### src/rtl/key_display_pkg.sv
// rtl/key_display_pkg.sv - shared types and constants for the two-digit key display
// Purpose: refresh FSM state encoding, digit width and key FIFO depth.
// Ports: none (package).
package key_display_pkg;

    typedef enum logic [1:0] {
        SHOW0 = 2'd0,
        DEAD0 = 2'd1,
        SHOW1 = 2'd2,
        DEAD1 = 2'd3
    } state_t;

    localparam int DIGIT_W    = 4;
    localparam int FIFO_DEPTH = 2;

endpackage

### src/rtl/key_fifo.sv
// rtl/key_fifo.sv - two-entry FIFO buffering pending key codes
// Purpose: holds key events until the display controller commits them.
// Ports:
//   clk, reset      - clock, asynchronous active-high reset
//   push, din       - write request and key code
//   pop, dout       - read request and oldest stored code
//   count           - number of stored entries (0..2)
//   full, empty     - occupancy flags
//   drop            - push refused because the FIFO was full with no pop
module key_fifo
    import key_display_pkg::*;
(
    input  logic               clk,
    input  logic               reset,
    input  logic               push,
    input  logic               pop,
    input  logic [DIGIT_W-1:0] din,
    output logic [DIGIT_W-1:0] dout,
    output logic [1:0]         count,
    output logic               full,
    output logic               empty,
    output logic               drop
);

    logic [DIGIT_W-1:0] mem_q [FIFO_DEPTH];
    logic               wr_ptr_q;
    logic               rd_ptr_q;
    logic [1:0]         count_q;
    logic               do_push;
    logic               do_pop;

    assign empty = (count_q == 2'd0);
    assign full  = (count_q == 2'(FIFO_DEPTH));
    assign dout  = mem_q[rd_ptr_q];
    assign count = count_q;

    // A pop in the same cycle frees a slot, so a push into a full FIFO is
    // only refused when nothing is leaving.
    assign do_pop  = pop && !empty;
    assign do_push = push && (!full || do_pop);
    assign drop    = push && full && !do_pop;

    always_ff @(posedge clk or posedge reset) begin
        if (reset) begin
            for (int i = 0; i < FIFO_DEPTH; i++) begin
                mem_q[i] <= '0;
            end
            wr_ptr_q <= 1'b0;
            rd_ptr_q <= 1'b0;
            count_q  <= 2'd0;
        end else begin
            if (do_push) begin
                mem_q[wr_ptr_q] <= din;
                wr_ptr_q        <= wr_ptr_q + 1'b1;
            end
            if (do_pop) begin
                rd_ptr_q <= rd_ptr_q + 1'b1;
            end
            count_q <= count_q + {1'b0, do_push} - {1'b0, do_pop};
        end
    end

endmodule

### src/rtl/key_display_ctrl.sv
// rtl/key_display_ctrl.sv - multiplexed two-digit display of the last two key codes
// Purpose: time-multiplexes one shared seven-segment decoder across two digits
// with dark gaps between slots, committing buffered key events only in gaps.
// Ports:
//   clk, reset            - clock, asynchronous active-high reset
//   key_valid, key_code   - one-cycle pulse with a new debounced key code
//   hex_sel               - value for the shared seven-segment decoder
//   anode                 - active-low digit enables (bit0 right/newest)
//   digit_new, digit_old  - committed newest and previous digits
//   fifo_count            - pending uncommitted key events
//   overflow              - sticky, set when a key event was dropped
module key_display_ctrl
    import key_display_pkg::*;
#(
    parameter int REFRESH_CYCLES = 24000,
    parameter int DEAD_CYCLES    = 4
) (
    input  logic               clk,
    input  logic               reset,
    input  logic               key_valid,
    input  logic [DIGIT_W-1:0] key_code,
    output logic [DIGIT_W-1:0] hex_sel,
    output logic [1:0]         anode,
    output logic [DIGIT_W-1:0] digit_new,
    output logic [DIGIT_W-1:0] digit_old,
    output logic [1:0]         fifo_count,
    output logic               overflow
);

    localparam int CNT_MAX = (REFRESH_CYCLES > DEAD_CYCLES) ? REFRESH_CYCLES : DEAD_CYCLES;
    localparam int CNT_W   = (CNT_MAX > 1) ? $clog2(CNT_MAX) : 1;
    localparam logic [CNT_W-1:0] SHOW_LOAD = CNT_W'(REFRESH_CYCLES - 1);
    localparam logic [CNT_W-1:0] DEAD_LOAD = CNT_W'(DEAD_CYCLES - 1);

    state_t             state_q, state_d;
    logic [CNT_W-1:0]   cnt_q, cnt_d;
    logic [DIGIT_W-1:0] digit_new_q, digit_new_d;
    logic [DIGIT_W-1:0] digit_old_q, digit_old_d;
    logic [DIGIT_W-1:0] hex_sel_q, hex_sel_d;
    logic [1:0]         anode_q, anode_d;
    logic               overflow_q, overflow_d;

    logic               first_dead;
    logic               pop;
    logic [DIGIT_W-1:0] fifo_dout;
    logic               fifo_full;
    logic               fifo_empty;
    logic               fifo_drop;

    key_fifo u_fifo (
        .clk   (clk),
        .reset (reset),
        .push  (key_valid),
        .pop   (pop),
        .din   (key_code),
        .dout  (fifo_dout),
        .count (fifo_count),
        .full  (fifo_full),
        .empty (fifo_empty),
        .drop  (fifo_drop)
    );

    // The counter is reloaded on entry, so a freshly entered DEAD state still
    // holds DEAD_LOAD during its first cycle: that is the only commit slot.
    assign first_dead = ((state_q == DEAD0) || (state_q == DEAD1)) && (cnt_q == DEAD_LOAD);
    assign pop        = first_dead && !fifo_empty;

    always_comb begin
        state_d = state_q;
        cnt_d   = cnt_q - 1'b1;
        if (cnt_q == '0) begin
            case (state_q)
                SHOW0:   state_d = DEAD0;
                DEAD0:   state_d = SHOW1;
                SHOW1:   state_d = DEAD1;
                default: state_d = SHOW0;
            endcase
            cnt_d = ((state_d == SHOW0) || (state_d == SHOW1)) ? SHOW_LOAD : DEAD_LOAD;
        end

        digit_new_d = pop ? fifo_dout   : digit_new_q;
        digit_old_d = pop ? digit_new_q : digit_old_q;

        case (state_d)
            SHOW0:   anode_d = 2'b10;
            SHOW1:   anode_d = 2'b01;
            default: anode_d = 2'b11;
        endcase

        // Each DEAD state already presents the digit lit in the following
        // SHOW state, giving the decoder a dark interval to settle.
        hex_sel_d = ((state_d == SHOW0) || (state_d == DEAD1)) ? digit_new_d : digit_old_d;

        overflow_d = overflow_q | (fifo_drop & fifo_full);
    end

    always_ff @(posedge clk or posedge reset) begin
        if (reset) begin
            state_q     <= DEAD1;
            cnt_q       <= DEAD_LOAD;
            digit_new_q <= '0;
            digit_old_q <= '0;
            hex_sel_q   <= '0;
            anode_q     <= 2'b11;
            overflow_q  <= 1'b0;
        end else begin
            state_q     <= state_d;
            cnt_q       <= cnt_d;
            digit_new_q <= digit_new_d;
            digit_old_q <= digit_old_d;
            hex_sel_q   <= hex_sel_d;
            anode_q     <= anode_d;
            overflow_q  <= overflow_d;
        end
    end

    assign hex_sel   = hex_sel_q;
    assign anode     = anode_q;
    assign digit_new = digit_new_q;
    assign digit_old = digit_old_q;
    assign overflow  = overflow_q;

endmodule

### config.mk
export PLATFORM = sky130hd
export DESIGN_NAME = key_display_ctrl
export DESIGN_NICKNAME = d
export VERILOG_FILES = /design/src/rtl/key_display_pkg.sv /design/src/rtl/key_fifo.sv /design/src/rtl/key_display_ctrl.sv
export SDC_FILE = /design/constraint.sdc
export NUM_CORES = 1
export LEC_CHECK = 0
export CORE_UTILIZATION = 50
export DETAILED_ROUTE_END_ITERATION = 16
export GPL_TIMING_DRIVEN = 0
export PLACE_DENSITY = 0.75
export SLEW_MARGIN = 10
export SYNTH_ARGS = -nofsm -noshare
export SYNTH_HDL_FRONTEND = slang
export SYNTH_SLANG_ARGS = --single-unit
export TNS_END_PERCENT = 30
### constraint.sdc
create_clock -name clk -period 3.1 [get_ports clk]
set_input_delay 0.62 -clock clk [delete_from_list [all_inputs] [get_ports clk]]
set_output_delay 0.62 -clock clk [all_outputs]
set_load 0.1 [all_outputs]
== Word level (Yosys, flattened, before mapping) ==
Index checks and enable logic that the tools add are counted.
W data, S select, Z words.

* Add/subtract/negate cells: 5
* $lt $le $gt $ge: 3
* Eq/ne operators: 8
* Muxes and demuxes: 15
* Bitwise operators: 4
* Reduce and logical (&&, ||, !) cells: 19

{| class="wikitable"
|+ Operator list
! operator !! count
|-
| $mux W15 || 2
|-
| $mux W4 || 7
|-
| $eq A15 B2 Y1 const B || 1
|-
| $logic_not A15 Y1 || 1
|-
| $sub A15 B1 Y15 const B || 1
|-
| $eq A2 B2 Y1 const B || 6
|-
| $bwmux W8 || 1
|-
| $logic_not A2 Y1 || 4
|-
| $logic_and A1 B1 Y1 || 7
|-
| $pmux W2 S3 || 1
|-
| $demux W4 S1 || 1
|-
| $ge A2 B2 Y1 const B || 2
|-
| $logic_or A1 B1 Y1 || 4
|-
| $mux W2 || 2
|-
| $not A1 Y2 || 2
|-
| $pmux W2 S2 || 1
|-
| $logic_not A1 Y1 || 3
|-
| $add A1 B1 Y1 const B || 2
|-
| $add A2 B1 Y2 || 1
|-
| $eq A2 B1 Y1 const B || 1
|-
| $lt A2 B1 Y1 const B || 1
|-
| $sub A2 B1 Y2 || 1
|-
| $and A1 B1 Y1 || 1
|-
| $or A1 B1 Y1 || 1
|}

* Register bits after elaboration: 44
* Input bits: 7
* Output and inout port bits: 17

== Logic depth before layout (Yosys ltp) ==
* Depth in word-level cells: 9
* Gate-level depth with buffers: 11
* Depth with buffers taken out: 9

== Modules after synthesis ==
A second synthesis with hierarchy kept.

* Cell total of the unflattened synthesis: 197
* Area total of the unflattened synthesis: 2361.0 um^2

{| class="wikitable"
|+ By module, submodules not included
! module !! times used !! cells each !! area an instance (um^2) !! seq. area each (um^2)
|-
| key_display_ctrl || 1 || 150 || 1731.7 || 808.3
|-
| key_fifo || 1 || 47 || 629.4 || 300.3
|}

== Worst setup path after synthesis ==
OpenSTA, ideal clock, no wires.

* Path type: register -> register
* Start point: reg cnt_q[8]
* End point: reg hex_sel_q[0] (netlist: hex_sel[0])
* Arrival time: 2.862 ns
* Required time: 2.975 ns
* Path slack: 0.113 ns
* Stages on the path, launching flop included: 10
* Cells stage by stage: dfrtp_1 > or4_4 > nor4_4 > buf_6 > nand3_1 > nor2_1 > a21oi_1 > ha_1 > buf_1 > mux2_2

* Longest elaborated chain between the ends: 5

{| class="wikitable"
|+ Ends and longest elaborated chain
! item !! line !! text
|-
| start, declared || key_display_ctrl.sv:36 || <nowiki>logic [CNT_W-1:0] cnt_q, cnt_d;</nowiki>
|-
| start signal, assigned || key_display_ctrl.sv:108 || <nowiki>cnt_q <= cnt_d;</nowiki>
|-
| $logic_not A15 Y1 or $eq A15 B2 Y1 (tied branches) || key_display_ctrl.sv:71, key_display_ctrl.sv:65 ||
|-
| $mux W2 or $logic_and A1 B1 Y1 (tied branches) || key_display_ctrl.sv:71, key_display_ctrl.sv:65 ||
|-
| $eq A2 B2 Y1, or another cell as far along || key_display_ctrl.sv:92 || <nowiki>hex_sel_d = ((state_d == SHOW0) || (state_d == DEAD1)) ? digit_new_d : digit_old_d;</nowiki>
|-
| $logic_or A1 B1 Y1, or another cell as far along || key_display_ctrl.sv:92 ||
|-
| $mux W4 (*) || key_display_ctrl.sv:92 ||
|-
| named net hex_sel_d[0] || key_display_ctrl.sv:39 || <nowiki>logic [DIGIT_W-1:0] hex_sel_q, hex_sel_d;</nowiki>
|-
| end signal, assigned || key_display_ctrl.sv:111 || <nowiki>hex_sel_q <= hex_sel_d;</nowiki>
|-
| end, declared || key_display_ctrl.sv:39 ||
|}

The timed path passes the listed nets; every way through them passes the cells marked *.
A chain may end at the register's enable or synchronous reset.

== Worst setup path in the final report ==
* Start point: reg cnt_q[8]
* End point: reg hex_sel_q[2] (netlist: hex_sel[2])

Same word-level chain as after synthesis.

==> reports/results.ini <==
[status]
status=completed

[cells_and_area]
nNetsFinal=215
nFillCells=277
final_cell_mix=dfrtp_1, clkdlybuf4s50_1, nor2_1, mux2_2, xnor2_1
area_delta_synth_final_pct=22.5
stdcell_count=248
layout_commonest_cell=dfrtp_1
postLayoutCellArea_um2=2520
final_layout_size_suffix_gt1_share_pct=24.5
antenna_cells=0

[worst_setup_path]
ff2ff_setup_slack_ps=150
cp.required_ps=3290
cp_slowest_cell=or4_4
crit_chain=or4_4 -> nor4_4 -> buf_6 -> nand3_2 -> clkbuf_4 -> a21oi_2 -> ha_2 -> xnor2_1 -> o221a_2
end_kind=flip-flop
start_kind=flip-flop
r2r_start=cnt_q[8]
cp_max_fo=10
worstRegToRegCells=9
timing.rr.end=hex_sel[2]
cp_data_arrival_time_ps=3140
worstSetupPathType=reg2reg
critPathMaxStageDelay_ps=610

[placement]
place_area_um2=2370
dp_hpwl_um=2850
dp_slack_ps=-325
io_buffer_count=23
routabilityCongestion=0.767
dp_cells=241

[timing]
setup-violations-final=0
timing.setup.tns_ps=0
drv_slew=0
fin_crit_ps=2950
hold_viol=0
fin_hold_ws_ps=476
rsz0062_at_grt=no
fmax_mhz=339
fin_crit_sh_pct=95.1
setup_ws_ps=153
worst_slew_pin_slew_ps=1010
fin_skew_ps=11.2
slew_headroom_pct=31.8

[clock_network]
cts_tree=yes
clk_pin_slew_ps=80
clk_latency_ps=300
cts.sinks=44
cts_buffer_depth=2
cts_buffers=5
htreeDepth=2
postCtsHoldBufs=0
cts_root_buf=clkbuf_8

[drt]
wire_per_inst_um=16.0
via_count=1374
drtPass1Iterations=4
drcViolationCount=0
ant_nets=0
drt_wl_total_um=3970
drt_iter0_drc=103
viasPerCell=5.54

[global_routing]
grt_max_degree=34
grt-busiest-layer=met2
grtUsageMet1_pct=26.7
grt_pass1_vias=1407
antenna_found_initial=0
grt_use_met3_pct=6.03
grtUsageMet2_pct=34.7
grt_pass1_wl_um=6690
grt-ovfl-total=0
track_usage_pct=21.4

[floorplan]
die-area_um2=4370
die_x_um=66.1
start_util_pct=54.1
coreArea_um2=3800
die_h_um=66.1
num_io_pins=24
rows=22

[worst_hold_path]
min_from=cnt_q[0]
hold_path.class=reg2reg
hold_depth=1
min_to=cnt_q[0]

[synthesis]
yosys-mux-area-fraction_pct=11.4
synth_xor_area_share_pct=5.54
synth_top_family_by_area=simple AND/OR/NAND/NOR gates
ys_ff_latch=44
synth_top_cells_by_area=dfrtp_1, dfstp_2, mux2_2, ha_1, xnor2_1
ys_seq_area_share_pct=53.9
synth_adder_area_share_pct=5.48
synth-warning-count=0
synth_area_um2=2060
synth-simple-area-share_pct=12.4
synth_compound_area_share_pct=8.28
syn_avg_cell_area_um2=12.2
postSynthCellCount=169
synth_fp_nets=185
ys_types=38
synth_top_cell_by_area=dfrtp_1
synth_top_area_share_pct=46.3

[run]
maxCapViolations=0

[power_and_ir_drop]
peakVddDrop_mv=0.636
leakage_nw=1.14
p_per_area_nw_per_um2=652

cell usage after synthesis:
cell and number:
or3b_4 1, and2b_2 1, mux2i_1 5, o41ai_1 2, o221a_2 1, nand3_1 3, mux2_4 4, nor4_4 1
nand2_1 8, nor4_1 2, xnor2_1 9, dfstp_2 6, a21oi_4 1, nor2_1 12, clkbuf_1 1, and2_1 3
a211oi_1 1, nand3b_1 1, a21o_2 1, or4_4 1, buf_1 2, o21ai_0 3, nor4_2 1, a31oi_1 5
ha_1 9, a21o_1 2, buf_2 2, or2_2 3, a21oi_1 8, nor3_1 4, buf_6 1, inv_1 8
mux2_2 11, or4_1 2, o31ai_1 1, dfrtp_1 38, nand2b_1 1, xor2_1 4
critical path: cells and delay by family (launching register included):
family | cells | cell delay (ps)
compound gates | 2 | 420
xor+xnor | 1 | 150
flops | 1 | 450
fa+ha+maj | 1 | 340
buf+inv | 2 | 430
simple gates | 3 | 1030
state kept, by name (all words and copies together) (netlist names):
name and flops:
anode 2, cnt_q 15, digit_new 4, digit_old 4, hex_sel 4, overflow 1
state_q 2, u_fifo.count 2, u_fifo.mem_q 8, u_fifo.rd_ptr_q 1, u_fifo.wr_ptr_q 1
layer usage:
metal	part of all wire [%]	routed length, um	up-vias
met1	43	1690	677
met3	4.3	172	12
met2	50	1990	39
met5	0	0	-
met4	2.8	110	0
li1	-	-	646
worst max-delay path by stage:
stage / from / end / depth (start not counted)
2_1_floorplan: cnt_q[8] / hex_sel[0] / 9
3_3_place_gp: cnt_q[8] / hex_sel[1] / 9
3_5_place_dp: cnt_q[8] / hex_sel[0] / 9
4_1_cts: cnt_q[8] / hex_sel[2] / 10
5_1_grt: state_q[0] / hex_sel[1] / 7
6_report: cnt_q[8] / hex_sel[2] / 9
cells by family (layout without fill, tap and decap cells):
family          after synthesis  after routing
compound gates               25             25
xor+xnor                     13             13
fa+ha+maj                     9              9
buf+inv                      14             45
flops                        44             44
mux                          20             20
simple gates                 44             44
stage by stage:
step | util (%) | power [mW]
floorplan | - | 1.03
global placement | 61.8 | 1.11
detailed placement | 62.3 | 1.14
CTS | 66.2 | 1.66
global route | 66.3 | 1.72
finish | 66.3 | 1.64
power by group:
group	switching [mW]	internal [mW]	total, mW
clock	0.188	0.322	0.510
sequential	0.0571	0.655	0.712
combinational	0.252	0.169	0.421
total	0.497	1.15	1.64
what timing repair did:
action	CTS	global route
setup endpoints to repair	4	4
resized for setup	5	2
setup buffers	0	0
layout make-up:
cell class              count  area, um^2  share of cell area (%)
flip-flops and latches     44        1110                    44.0
clock buffers               6        72.6                    2.88
plain buffers               5        32.5                    1.29
repair buffers             24         250                    9.94
inverters                   8        30.0                    1.19
clock inverters             2        60.1                    2.39
well taps                  48        60.1                    2.39
multi-input cells         111         903                    35.9
(Power assumes the default switching activity.)
